<file path="config.mk">
export PLATFORM = sky130hd
export DESIGN_NAME = despliegue_resultado
export DESIGN_NICKNAME = d
export VERILOG_FILES = /design/src/rtl/despliegue_pkg.sv /design/src/rtl/despliegue_resultado_bin_a_bcd.sv /design/src/rtl/despliegue_resultado.sv
export SDC_FILE = /design/constraint.sdc
export NUM_CORES = 1
export LEC_CHECK = 0
export CELL_PAD_IN_SITES_DETAIL_PLACEMENT = 0
export CELL_PAD_IN_SITES_GLOBAL_PLACEMENT = 1
export CORE_MARGIN = 5
export CORE_UTILIZATION = 40
export CTS_CLUSTER_DIAMETER = 50
export DETAILED_ROUTE_END_ITERATION = 10
export PLACE_DENSITY_LB_ADDON = 0.1
export RECOVER_POWER = 50
export SYNTH_ARGS = -nofsm -noshare
export SYNTH_HDL_FRONTEND = slang
export SYNTH_HIERARCHICAL = 1
export SYNTH_SLANG_ARGS = --single-unit
</file>
<file path="constraint.sdc">
create_clock -name Clk_100M -period 3.2 [get_ports Clk_100M]
set_clock_uncertainty 0.05 [all_clocks]
set_input_delay 0.8 -clock Clk_100M [delete_from_list [all_inputs] [get_ports Clk_100M]]
set_output_delay 0.8 -clock Clk_100M [all_outputs]
set_load 0.01 [all_outputs]
</file>
<file path="src/rtl/despliegue_pkg.sv">
// Shared types and constants for the result display path: FSM states,
// the BCD digit type and the active-low 7-segment code table.
package despliegue_pkg;

  typedef enum logic [1:0] {
    REPOSO    = 2'd0,
    CONVERTIR = 2'd1,
    CARGAR    = 2'd2
  } estado_t;

  typedef logic [3:0] digito_t;

  localparam int N_DIGITOS = 5;
  localparam int BCD_W     = 4 * N_DIGITOS;

  // Segment patterns {g,f,e,d,c,b,a}, active-low, indexed by decimal digit.
  localparam logic [6:0] SEG_CODE [10] = '{
    7'b1000000, 7'b1111001, 7'b0100100, 7'b0110000, 7'b0011001,
    7'b0010010, 7'b0000010, 7'b1111000, 7'b0000000, 7'b0010000
  };

  localparam logic [6:0] SEG_BLANK = 7'b1111111;

endpackage

</file>
<file path="src/rtl/despliegue_resultado_bin_a_bcd.sv">
// Sequential double-dabble converter: one add-3/shift iteration per clock.
// 'done' is high during the cycle whose edge performs the last iteration,
// so bcd holds the final result from the following cycle onward.
module bin_a_bcd
  import despliegue_pkg::*;
#(
  parameter int N_BITS = 16
) (
  input  logic              Clk_100M,
  input  logic              reset,
  input  logic              start,
  input  logic [N_BITS-1:0] bin,
  output logic              busy,
  output logic              done,
  output logic [BCD_W-1:0]  bcd
);

  localparam int IW = (N_BITS > 1) ? $clog2(N_BITS) : 1;
  localparam logic [IW-1:0] ULTIMA = IW'(N_BITS - 1);

  estado_t           estado_q, estado_d;
  logic [N_BITS-1:0] bin_q, bin_d;
  logic [BCD_W-1:0]  bcd_q, bcd_d;
  logic [BCD_W-1:0]  bcd_adj;
  logic [IW-1:0]     iter_q, iter_d;
  logic              done_d;

  // Add 3 to every nibble that is 5 or more before the shift.
  genvar gi;
  generate
    for (gi = 0; gi < N_DIGITOS; gi++) begin : g_adj
      assign bcd_adj[4*gi +: 4] = (bcd_q[4*gi +: 4] >= 4'd5) ?
                                  (bcd_q[4*gi +: 4] + 4'd3) : bcd_q[4*gi +: 4];
    end
  endgenerate

  // State and datapath registers.
  always_ff @(posedge Clk_100M) begin
    if (reset) begin
      estado_q <= REPOSO;
      bin_q    <= '0;
      bcd_q    <= '0;
      iter_q   <= '0;
    end else begin
      estado_q <= estado_d;
      bin_q    <= bin_d;
      bcd_q    <= bcd_d;
      iter_q   <= iter_d;
    end
  end

  // Next-state: capture on start, then iterate N_BITS times.
  always_comb begin
    estado_d = estado_q;
    bin_d    = bin_q;
    bcd_d    = bcd_q;
    iter_d   = iter_q;
    done_d   = 1'b0;
    case (estado_q)
      REPOSO: begin
        if (start) begin
          bin_d    = bin;
          bcd_d    = '0;
          iter_d   = '0;
          estado_d = CONVERTIR;
        end
      end
      CONVERTIR: begin
        {bcd_d, bin_d} = {bcd_adj, bin_q} << 1;
        iter_d = iter_q + 1'b1;
        if (iter_q == ULTIMA) begin
          estado_d = REPOSO;
          done_d   = 1'b1;
        end
      end
      default: estado_d = REPOSO;
    endcase
  end

  assign busy = (estado_q == CONVERTIR);
  assign done = done_d;
  assign bcd  = bcd_q;

endmodule

</file>
<file path="src/rtl/despliegue_resultado.sv">
// Result display: takes a product via valid/busy handshake, converts it to
// BCD, latches it atomically and time-multiplexes it onto an 8-digit
// common-anode display with leading-zero blanking.
module despliegue_resultado
  import despliegue_pkg::*;
#(
  parameter int REFRESH_DIV = 99999,
  parameter int N_BITS      = 16
) (
  input  logic              Clk_100M,
  input  logic              reset,
  input  logic [N_BITS-1:0] producto,
  input  logic              producto_valido,
  output logic              ocupado,
  output logic              listo,
  output logic [7:0]        AN,
  output logic [6:0]        SEG,
  output logic              DP
);

  localparam int REF_W = (REFRESH_DIV > 0) ? $clog2(REFRESH_DIV + 1) : 1;
  localparam logic [REF_W-1:0] REF_MAX = REF_W'(REFRESH_DIV);

  estado_t          estado_q, estado_d;
  logic             listo_q, listo_d;
  logic [BCD_W-1:0] disp_q, disp_d;
  logic [REF_W-1:0] ref_q;
  logic [2:0]       idx_q;
  logic [7:0]       an_q, an_d;
  logic [6:0]       seg_q, seg_d;

  logic             conv_start, conv_busy, conv_done;
  logic [BCD_W-1:0] conv_bcd;

  digito_t          dig [N_DIGITOS];
  logic [N_DIGITOS-1:0] vis;

  // Strobes arriving while a conversion or load is pending are dropped.
  assign conv_start = producto_valido && (estado_q == REPOSO);

  bin_a_bcd #(.N_BITS(N_BITS)) u_bin_a_bcd (
    .Clk_100M (Clk_100M),
    .reset    (reset),
    .start    (conv_start),
    .bin      (producto),
    .busy     (conv_busy),
    .done     (conv_done),
    .bcd      (conv_bcd)
  );

  // Control state, handshake pulse and display value registers.
  always_ff @(posedge Clk_100M) begin
    if (reset) begin
      estado_q <= REPOSO;
      listo_q  <= 1'b0;
      disp_q   <= '0;
    end else begin
      estado_q <= estado_d;
      listo_q  <= listo_d;
      disp_q   <= disp_d;
    end
  end

  // Wait for the converter, then load the display in a single cycle.
  always_comb begin
    estado_d = estado_q;
    listo_d  = 1'b0;
    disp_d   = disp_q;
    case (estado_q)
      REPOSO:    if (producto_valido) estado_d = CONVERTIR;
      CONVERTIR: if (conv_done) estado_d = CARGAR;
      CARGAR: begin
        disp_d   = conv_bcd;
        listo_d  = 1'b1;
        estado_d = REPOSO;
      end
      default:   estado_d = REPOSO;
    endcase
  end

  assign ocupado = conv_busy || (estado_q == CARGAR);
  assign listo   = listo_q;

  // Refresh prescaler and digit-slot index; the 3-bit index wraps 7 -> 0.
  always_ff @(posedge Clk_100M) begin
    if (reset) begin
      ref_q <= '0;
      idx_q <= '0;
    end else if (ref_q == REF_MAX) begin
      ref_q <= '0;
      idx_q <= idx_q + 3'd1;
    end else begin
      ref_q <= ref_q + 1'b1;
    end
  end

  // A digit is visible when it or any more significant digit is nonzero;
  // the units digit is always visible.
  genvar gi;
  generate
    for (gi = 0; gi < N_DIGITOS; gi++) begin : g_dig
      assign dig[gi] = disp_q[4*gi +: 4];
      assign vis[gi] = (gi == 0) || (disp_q[BCD_W-1:4*gi] != '0);
    end
  endgenerate

  // Anode/segment pattern for the current slot; slots 5-7 stay dark.
  always_comb begin
    an_d  = 8'hFF;
    seg_d = SEG_BLANK;
    if (idx_q < 3'd5) begin
      if (vis[idx_q]) begin
        an_d  = ~(8'b1 << idx_q);
        seg_d = (dig[idx_q] <= 4'd9) ? SEG_CODE[dig[idx_q]] : SEG_BLANK;
      end
    end
  end

  // Registered pin drivers.
  always_ff @(posedge Clk_100M) begin
    if (reset) begin
      an_q  <= 8'hFF;
      seg_q <= SEG_BLANK;
    end else begin
      an_q  <= an_d;
      seg_q <= seg_d;
    end
  end

  assign AN  = an_q;
  assign SEG = seg_q;
  assign DP  = 1'b1;

endmodule

</file>
==> results.cfg, run 1 <==
[detailed_routing]
first_iter_violations = 166
routed_wl_um = 9760
wl_per_cell_um = 13.5
drc = 0
vias = 3695
viasPerCell = 5.11
route.antenna.remaining_nets = 0
dr.pass1.iters = 4

[setup_path]
regToRegEndpoint = ref_q[0]
r2r_cells = 6
ff2ff_setup_slack_ns = 0.53
timing.rr.start = ref_q[0]
critical_path_arrival_ns = 2.82
start_kind = register
cp-end-kind = register
critPathMaxFanout = 16
critPathKind = register to register
crit_required_ns = 3.36

[timing]
setup_violations = 0
min_period_ns = 2.67
setup_tns_ns = 0
finalWorstSetupSlack_ns = 0.534
hold_viol_final = 0
fmax_mhz = 375
slew_violations = 0
max_slew_margin_pct = 29.9
period_share_pct = 83.3
tightestPinTransition_ns = 1.04
rsz0062_at_grt = false

[placed_design]
numPortBuffers = 35
post-place-ws_ns = 0.592
dp_hpwl_um = 6890
gp_congestion = 0.804

[final_layout]
antennaDiodeCount = 0
final_cell_mix = dfxtp_1 (98), nor2_1 (72), nand2_1 (63), a21oi_1 (59), clkdlybuf4s50_1 (33)
finish.utilization_pct = 46.9
nets = 616
layout_commonest_cell = dfxtp_1
syn_to_final_growth_pct = 14.0
drive_gt1_share_pct = 6.55

[synth]
synth_top_family_by_area = simple AND/OR/NAND/NOR gates
syn-cell-area_um2 = 4730
yosys_warnings = 6
synth-simple-area-share_pct = 21.7
synthCells = 550
synth_xor_area_share_pct = 3.88
async_flop_share_pct = 0
syn_nets = 591
yosysSeqAreaShare_pct = 41.9
synth_edf_count = 0
synth-seq-cells = 99
syn_avg_cell_area_um2 = 8.61
synth.area.mux_share_pct = 6.26
synthFlopType = dfxtp_1
yosysUniqueCellTypes = 60
synthAdderAreaFrac_pct = 5.81
synth-compound-area-share_pct = 14.4

[run]
drv_cap = 0

[global_routing]
antenna_found_initial = 0
grt_pass1_vias = 3579
grt-busiest-layer = met2
grt_pass1_wl_um = 16900
grtUsageMet3_pct = 3.15
grt_max_degree = 53
use_met2_pct = 22.8
overflow = 0
met1_usage_pct = 19.2
grt_usage_pct = 14.4

[die]
fp.dieArea_um2 = 14100
die_w_um = 119
fp.dieH_um = 119
io_pins = 37
initial_utilization_pct = 41.1
num_rows = 39
core_um2 = 11500

[power_and_ir_drop]
leakagePower_nw = 2.02
cellPowerDensity_nw_per_um2 = 479
vdd_drop_max_mv = 0.269

[clocking]
cts_setup_buffers = 0
cts_resized = 0
clock_path_buffers = 2
cts_buffers = 9
cts_hold_buf = 0
htreeDepth = 3
cts.reportedPaths.clkPinSlew_ns = 0.06
clock_latency_ns = 0.34
clock-sinks = 99
tritoncts = built
cts_root_buffer = clkbuf_16

[outcome]
status = completed

[worst_hold_path]
min_path_cells = 2
hp-start = disp_q[2]
hp-class = register to register
whs_endpoint = disp_q[2]
==> state kept, by name (all words and copies together) (netlist names) <==
name / count
listo: 1
u_bin_a_bcd/estado_q: 1
SEG: 7
u_bin_a_bcd/bin_q: 16
estado_q: 2
u_bin_a_bcd/iter_q: 4
AN: 8
idx_q: 3
u_bin_a_bcd/bcd: 20
ref_q: 17
disp_q: 20
==> synthesized netlist by cell type, types with 4 or more instances <==
| library cell | number | share of area [%] |
|---|---|---|
| buf_2 | 8 | 0.85 |
| or3b_1 | 6 | 1.1 |
| o211ai_1 | 5 | 0.79 |
| mux2i_1 | 27 | 5.7 |
| buf_4 | 6 | 0.95 |
| o21ai_0 | 11 | 1.2 |
| buf_6 | 5 | 1.2 |
| clkbuf_1 | 9 | 0.71 |
| and3_1 | 5 | 0.66 |
| inv_1 | 22 | 1.7 |
| xor2_1 | 15 | 2.8 |
| nor3_1 | 19 | 2.0 |
| nor2_1 | 71 | 5.6 |
| a21oi_1 | 59 | 6.2 |
| nand2_1 | 63 | 5.0 |
| ha_1 | 22 | 5.8 |
| nand2b_1 | 11 | 1.5 |
| dfxtp_1 | 99 | 42 |
| a31oi_1 | 6 | 0.79 |
| a211o_1 | 4 | 0.74 |
| xnor2_1 | 6 | 1.1 |
| nand3_1 | 12 | 1.3 |
==> worst max path at each step <==
stage | slack, ns | start | depth (start not counted) | to
5_1_grt | 0.24 | ref_q[0] | 6 | ref_q[5]
6_report | 0.53 | ref_q[0] | 6 | ref_q[0]
3_3_place_gp | 0.71 | idx_q[1] | 8 | SEG[0]
2_1_floorplan | 0.81 | idx_q[0] | 10 | SEG[0]
4_1_cts | 0.59 | idx_q[1] | 8 | SEG[0]
3_5_place_dp | 0.59 | idx_q[1] | 8 | SEG[0]
==> worst max-delay path, stage by stage (launching register included) <==
cell,delay (ns)
dfxtp_1,0.38
ha_1,0.22
and4_1,0.28
nand2_2,0.07
nor4_1,0.89
or2_1,0.55
nor2_1,0.09
==> per-stage QoR <==
step / power, mW / std cells / hold WS, ns / instance area [um2]
floorplan: 1.42 / 550 / 0.380 / 4730
global placement: 1.48 / 707 / 0.396 / 5140
detailed placement: 1.48 / 707 / 0.402 / 5140
CTS: 2.64 / 723 / 0.411 / 5460
global route: 2.70 / 723 / 0.430 / 5400
finish: 2.59 / 723 / 0.407 / 5400
==> cell type report <==
| type | instances | area (um2) |
|---|---|---|
| Inverter | 24 | 90.1 |
| Multi-Input combinational cell | 397 | 2430 |
| Tap cell | 143 | 179 |
| Sequential cell | 99 | 1980 |
| Fill cell | 1146 | 6120 |
| Clock buffer | 9 | 225 |
| Clock inverter | 7 | 92.6 |
| Timing Repair Buffer | 44 | 395 |
==> cell families after synthesis <==
kind of cell	count (synthesis)
simple gates	214
compound gates	111
flops	99
buf+inv	54
mux	28
fa+ha+maj	22
xor+xnor	21
other cells	1
==> report_power, final <==
part	internal (mW)	total (mW)	switching (mW)
sequential	1.26	1.27	0.0159
combinational	0.0712	0.169	0.0975
clock	0.682	1.14	0.463
total	2.01	2.59	0.577
==> metal layers <==
metal / share of wire, % / routed length, um
met2: 45 / 4380
met5: 0 / 0
met1: 51 / 4950
met4: 1.8 / 172
met3: 2.6 / 257
Power figures use the tool's default switching activity.
==> inputs of run 2 (changes only) <==
==> constraint.sdc (replaced) <==
create_clock -name Clk_100M -period 2.46 [get_ports Clk_100M]
set_clock_uncertainty 0.05 [all_clocks]
set_input_delay 0.615 -clock Clk_100M [delete_from_list [all_inputs] [get_ports Clk_100M]]
set_output_delay 0.615 -clock Clk_100M [all_outputs]
set_load 0.01 [all_outputs]
==> run 2 against run 1 <==
  * Utilization is 0.91 points higher
  * Setup slack worse by 0.38 ns
  * Power is 34% higher
  * Highest routed layer unchanged
  * Hold slack better by 0.011 ns
  * Sequential cell count stayed put
  * Fmax is 16% higher
  * Routed wire length is 0.81% higher
  * Count of clock-buffer cells in the layout is 4 higher
==> results.cfg, run 2 (same netlist as run 1, synthesis figures left out) <==
[placed_design]
placedCellCount = 712
gp_congestion = 0.791
dp_hpwl_um = 6980
numPortBuffers = 35

[final_layout]
layout_commonest_cell = dfxtp_1
drive_gt1_share_pct = 8.72
nets = 621
finish.utilization_pct = 47.8
final_cell_mix = dfxtp_1 (97), nor2_1 (72), nand2_1 (63), a21oi_1 (59), mux2i_1 (27)
syn_to_final_growth_pct = 16.3
antennaDiodeCount = 0
final_cells = 728

[clocking]
cts_hold_buf = 0
cts.reportedPaths.clkPinSlew_ns = 0.07
tritoncts = built
cts_root_buffer = clkbuf_16
htreeDepth = 3
cts_setup_buffers = 0
clock-sinks = 99
clock_path_buffers = 2
cts_resized = 0
clock_latency_ns = 0.35
cts_buffers = 9

[die]
io_pins = 37
initial_utilization_pct = 41.1
die_w_um = 119
num_rows = 39
fp.dieArea_um2 = 14100
fp.dieH_um = 119
core_um2 = 11500

[detailed_routing]
vias = 3710
wl_per_cell_um = 13.5
viasPerCell = 5.10
routed_wl_um = 9840
route.antenna.remaining_nets = 0
dr.pass1.iters = 4
first_iter_violations = 223
drc = 0

[run]
drv_cap = 0

[setup_path]
crit_required_ns = 2.64
critPathMaxFanout = 3
crit_buf_inv = 1
crit_family = compound AO/OA/AOI/OAI gates
slowest_delay_ns = 0.56
critPathKind = register to register
start_kind = register
crit_chain = mux4_1 -> nand2_1 -> o21ai_0 -> inv_1 -> ha_1 -> nor2_1 -> o32ai_1 -> nand2_2 -> a221o_1
timing.rr.start = idx_q[0]
critical_path_arrival_ns = 2.48
cpMaxStageDelayCell = mux4_1
cp-end-kind = register
startpoint = idx_q[0]

[worst_hold_path]
hp-start = ref_q[0]
hp-class = register to register

[global_routing]
grt_pass1_vias = 3525
overflow = 0
antenna_found_initial = 0
grt_pass1_wl_um = 17200
grt_max_degree = 53
grt_usage_pct = 14.8

[timing]
setup_violations = 0
hold_ws_ns = 0.419
tightestPinTransition_ns = 1.04
min_period_ns = 2.30
rsz0062_at_grt = false
period_share_pct = 93.6
max_slew_margin_pct = 30.4
fmax_mhz = 434
slew_violations = 0
setup_tns_ns = 0
hold_viol_final = 0

[power_and_ir_drop]
vdd_drop_max_mv = 0.465
leakagePower_nw = 2.06
cellPowerDensity_nw_per_um2 = 631

[outcome]
status = completed
[run 2: changes by cell type in the layout (fill, tap and decap cells not counted), moves of 2 or more]
cell	change
clkdlybuf4s50_1	-10
clkbuf_1	-2
clkinv_2	-2
buf_4	+5
dlygate4sd3_1	+10
clkbuf_8	+4
clkinvlp_4	-2
[run 2: layout make-up]
class,count,area [um2]
Fill cell,1133,6010
Tap cell,143,179
Timing Repair Buffer,49,450
Inverter,24,90.1
Clock buffer,13,280
Clock inverter,3,67.6
Multi-Input combinational cell,397,2450
Sequential cell,99,1980
[run 2: metal layers]
metal,vias up,part of all wire (%),global-route usage [%]
li1,1954,-,-
met1,1689,48,19.2
met2,55,46,23.8
met3,12,3.5,4.01
met4,0,1.7,5.29
met5,-,0,0
[run 2: final timing paths]
path,end,slack (ns),depth (start not counted)
max reg2reg,SEG[0],0.16,9
min reg2reg,ref_q[0],0.42,1
max,SEG[0],0.16,9
min,ref_q[0],0.42,1
[run 2: power breakdown]
part	internal [mW]	switching, mW
clock	1.00	0.588
combinational	0.0955	0.128
sequential	1.64	0.0197
total	2.73	0.736
[run 2: metrics by stage]
| step | setup WS (ns) | total power, mW | instance area (um2) |
|---|---|---|---|
| 2_1_floorplan | 0.0728 | 1.85 | 4730 |
| 5_1_grt | 0.0141 | 3.61 | 5500 |
| 3_5_place_dp | 0.0985 | 1.93 | 5190 |
| 3_3_place_gp | 0.170 | 1.92 | 5190 |
| 4_1_cts | 0.0647 | 3.53 | 5540 |
| 6_report | 0.157 | 3.47 | 5500 |
==> inputs of run 3 (changes only) <==
--- a/config.mk
+++ b/config.mk
@@ -5,14 +5,15 @@
 export SDC_FILE = /design/constraint.sdc
 export NUM_CORES = 1
 export LEC_CHECK = 0
+export CAP_MARGIN = 0
 export CELL_PAD_IN_SITES_DETAIL_PLACEMENT = 0
 export CELL_PAD_IN_SITES_GLOBAL_PLACEMENT = 1
-export CORE_MARGIN = 5
 export CORE_UTILIZATION = 40
 export CTS_CLUSTER_DIAMETER = 50
 export DETAILED_ROUTE_END_ITERATION = 10
 export PLACE_DENSITY_LB_ADDON = 0.1
 export RECOVER_POWER = 50
+export SLEW_MARGIN = 20
 export SYNTH_ARGS = -nofsm -noshare
 export SYNTH_HDL_FRONTEND = slang
 export SYNTH_HIERARCHICAL = 1
==> run 3 against run 2 <==
  * Register-to-register slack better by 0.02 ns
  * Sequential cell count is the same
  * Sequential share of layout area up 0.21 points
  * Final cell count did not move
  * Critical path type unchanged
  * Critical endpoint unchanged
  * Largest power group unchanged
  * Highest routed layer unchanged
==> results.cfg, run 3 (same netlist as run 1, synthesis figures left out) <==
[setup_path]
ff2ff_setup_slack_ns = 0.18
crit_family = compound AO/OA/AOI/OAI gates
cpMaxStageDelayCell = mux4_1
critPathMaxFanout = 3
crit_buf_inv = 1
critical_path_arrival_ns = 2.47
slowest_delay_ns = 0.56
start_kind = register
crit_required_ns = 2.64
cp-end-kind = register
critPathKind = register to register
crit_chain = mux4_1 -> nand2_1 -> o21ai_0 -> inv_1 -> ha_1 -> nor2_1 -> o32ai_2 -> nand2_2 -> a221o_1

[timing]
period_share_pct = 92.8
max_slew_margin_pct = 39.7
min_period_ns = 2.28
hold_viol_final = 0
setup_tns_ns = 0
rsz0062_at_grt = false
slew_violations = 0
setup_violations = 0
tightestPinTransition_ns = 0.904
fmax_mhz = 438

[detailed_routing]
drc = 0
vias = 3724
wl_per_cell_um = 13.4
dr.pass1.iters = 4
route.antenna.remaining_nets = 0
routed_wl_um = 9790
first_iter_violations = 222
viasPerCell = 5.12

[power_and_ir_drop]
cellPowerDensity_nw_per_um2 = 601
vdd_drop_max_mv = 0.352
leakagePower_nw = 2.07

[global_routing]
overflow = 0
grt_usage_pct = 16.7
grt_pass1_vias = 3497
grt_max_degree = 53
grt_pass1_wl_um = 16700
antenna_found_initial = 0

[final_layout]
fill_cells = 1135
nets = 621
stdcell_area_um2 = 5470
final_cell_mix = dfxtp_1 (98), nor2_1 (72), nand2_1 (63), a21oi_1 (59), clkdlybuf4s50_1 (28)
syn_to_final_growth_pct = 15.5
layout_commonest_cell = dfxtp_1
antennaDiodeCount = 0
drive_gt1_share_pct = 7.86

[clocking]
clock-sinks = 99
htreeDepth = 3
clock_latency_ns = 0.35
cts_setup_buffers = 0
clock_path_buffers = 2
cts_resized = 0
cts.reportedPaths.clkPinSlew_ns = 0.06
cts_hold_buf = 0
tritoncts = built
cts_buffers = 9
cts_root_buffer = clkbuf_16

[die]
fp.dieArea_um2 = 12300
io_pins = 37
core_um2 = 11500
fp.dieH_um = 111
num_rows = 39
initial_utilization_pct = 41.3
die_w_um = 111

[placed_design]
numPortBuffers = 35
dpl_cell_area_um2 = 5200
gp_congestion = 0.813
dp_hpwl_um = 6770

[run]
drv_cap = 0

[outcome]
status = completed

[worst_hold_path]
hp-class = register to register
==> run 3: cell types whose count changed in the layout (fill, tap and decap cells not counted), moves of 2 or more <==
cell | previous run | this run
clkbuf_8 | 4 | 1
clkinv_2 | 0 | 5
clkdlybuf4s50_1 | 23 | 28
clkbuf_2 | 2 | 0
inv_2 | 2 | 0
inv_1 | 22 | 24
dlygate4sd3_1 | 11 | 6
==> run 3: path summary, 6_finish.rpt <==
| kind | cells past startpoint | to | startpoint |
|---|---|---|---|
| min | 2 | disp_q[2] | disp_q[2] |
| max | 9 | SEG[0] | idx_q[0] |
| min reg2reg | 2 | disp_q[2] | disp_q[2] |
| max reg2reg | 9 | SEG[0] | idx_q[0] |
==> run 3: layer usage <==
metal  GRT usage [%]  up-vias  share of wire [%]
li1                -     1948                  -
met3            2.84       13                2.4
met1            22.5     1719                 51
met2            26.0       44                 44
met5               0        -                  0
met4            8.00        0                2.0
==> run 3: layout make-up <==
type / count / area [um2] / share of cell area, %
Multi-Input combinational cell: 397 / 2460 / 45.0
Timing Repair Buffer: 49 / 464 / 8.49
Inverter: 24 / 90.1 / 1.65
Clock buffer: 10 / 239 / 4.37
Tap cell: 143 / 179 / 3.27
Sequential cell: 99 / 1980 / 36.3
Clock inverter: 6 / 55.1 / 1.01
==> run 3: worst min-delay path: cells and delay by family, from the launching register on <==
family / cells / cell delay [ns]
and+or+nand+nor: 1 / 0.05
AOI/OAI and AO/OA: 1 / 0.05
DFF: 1 / 0.31
==> run 3: per-stage QoR <==
stage	instances	power, mW	util [%]	hold slack, ns	setup slack [ns]
6_report	728	3.29	47.7	0.406	0.178
5_1_grt	728	3.44	47.7	0.440	0.0453
4_1_cts	728	3.35	47.9	0.409	0.0984
3_5_place_dp	712	1.93	45.4	0.401	0.102
3_3_place_gp	712	1.93	45.4	0.396	0.213
2_1_floorplan	550	1.85	-	0.380	0.0728
==> run 3: power breakdown <==
group	switching (mW)	leakage (nW)	internal [mW]
Sequential	0.0211	0.805	1.64
Combinational	0.129	1.11	0.0983
Clock	0.596	0.152	0.807
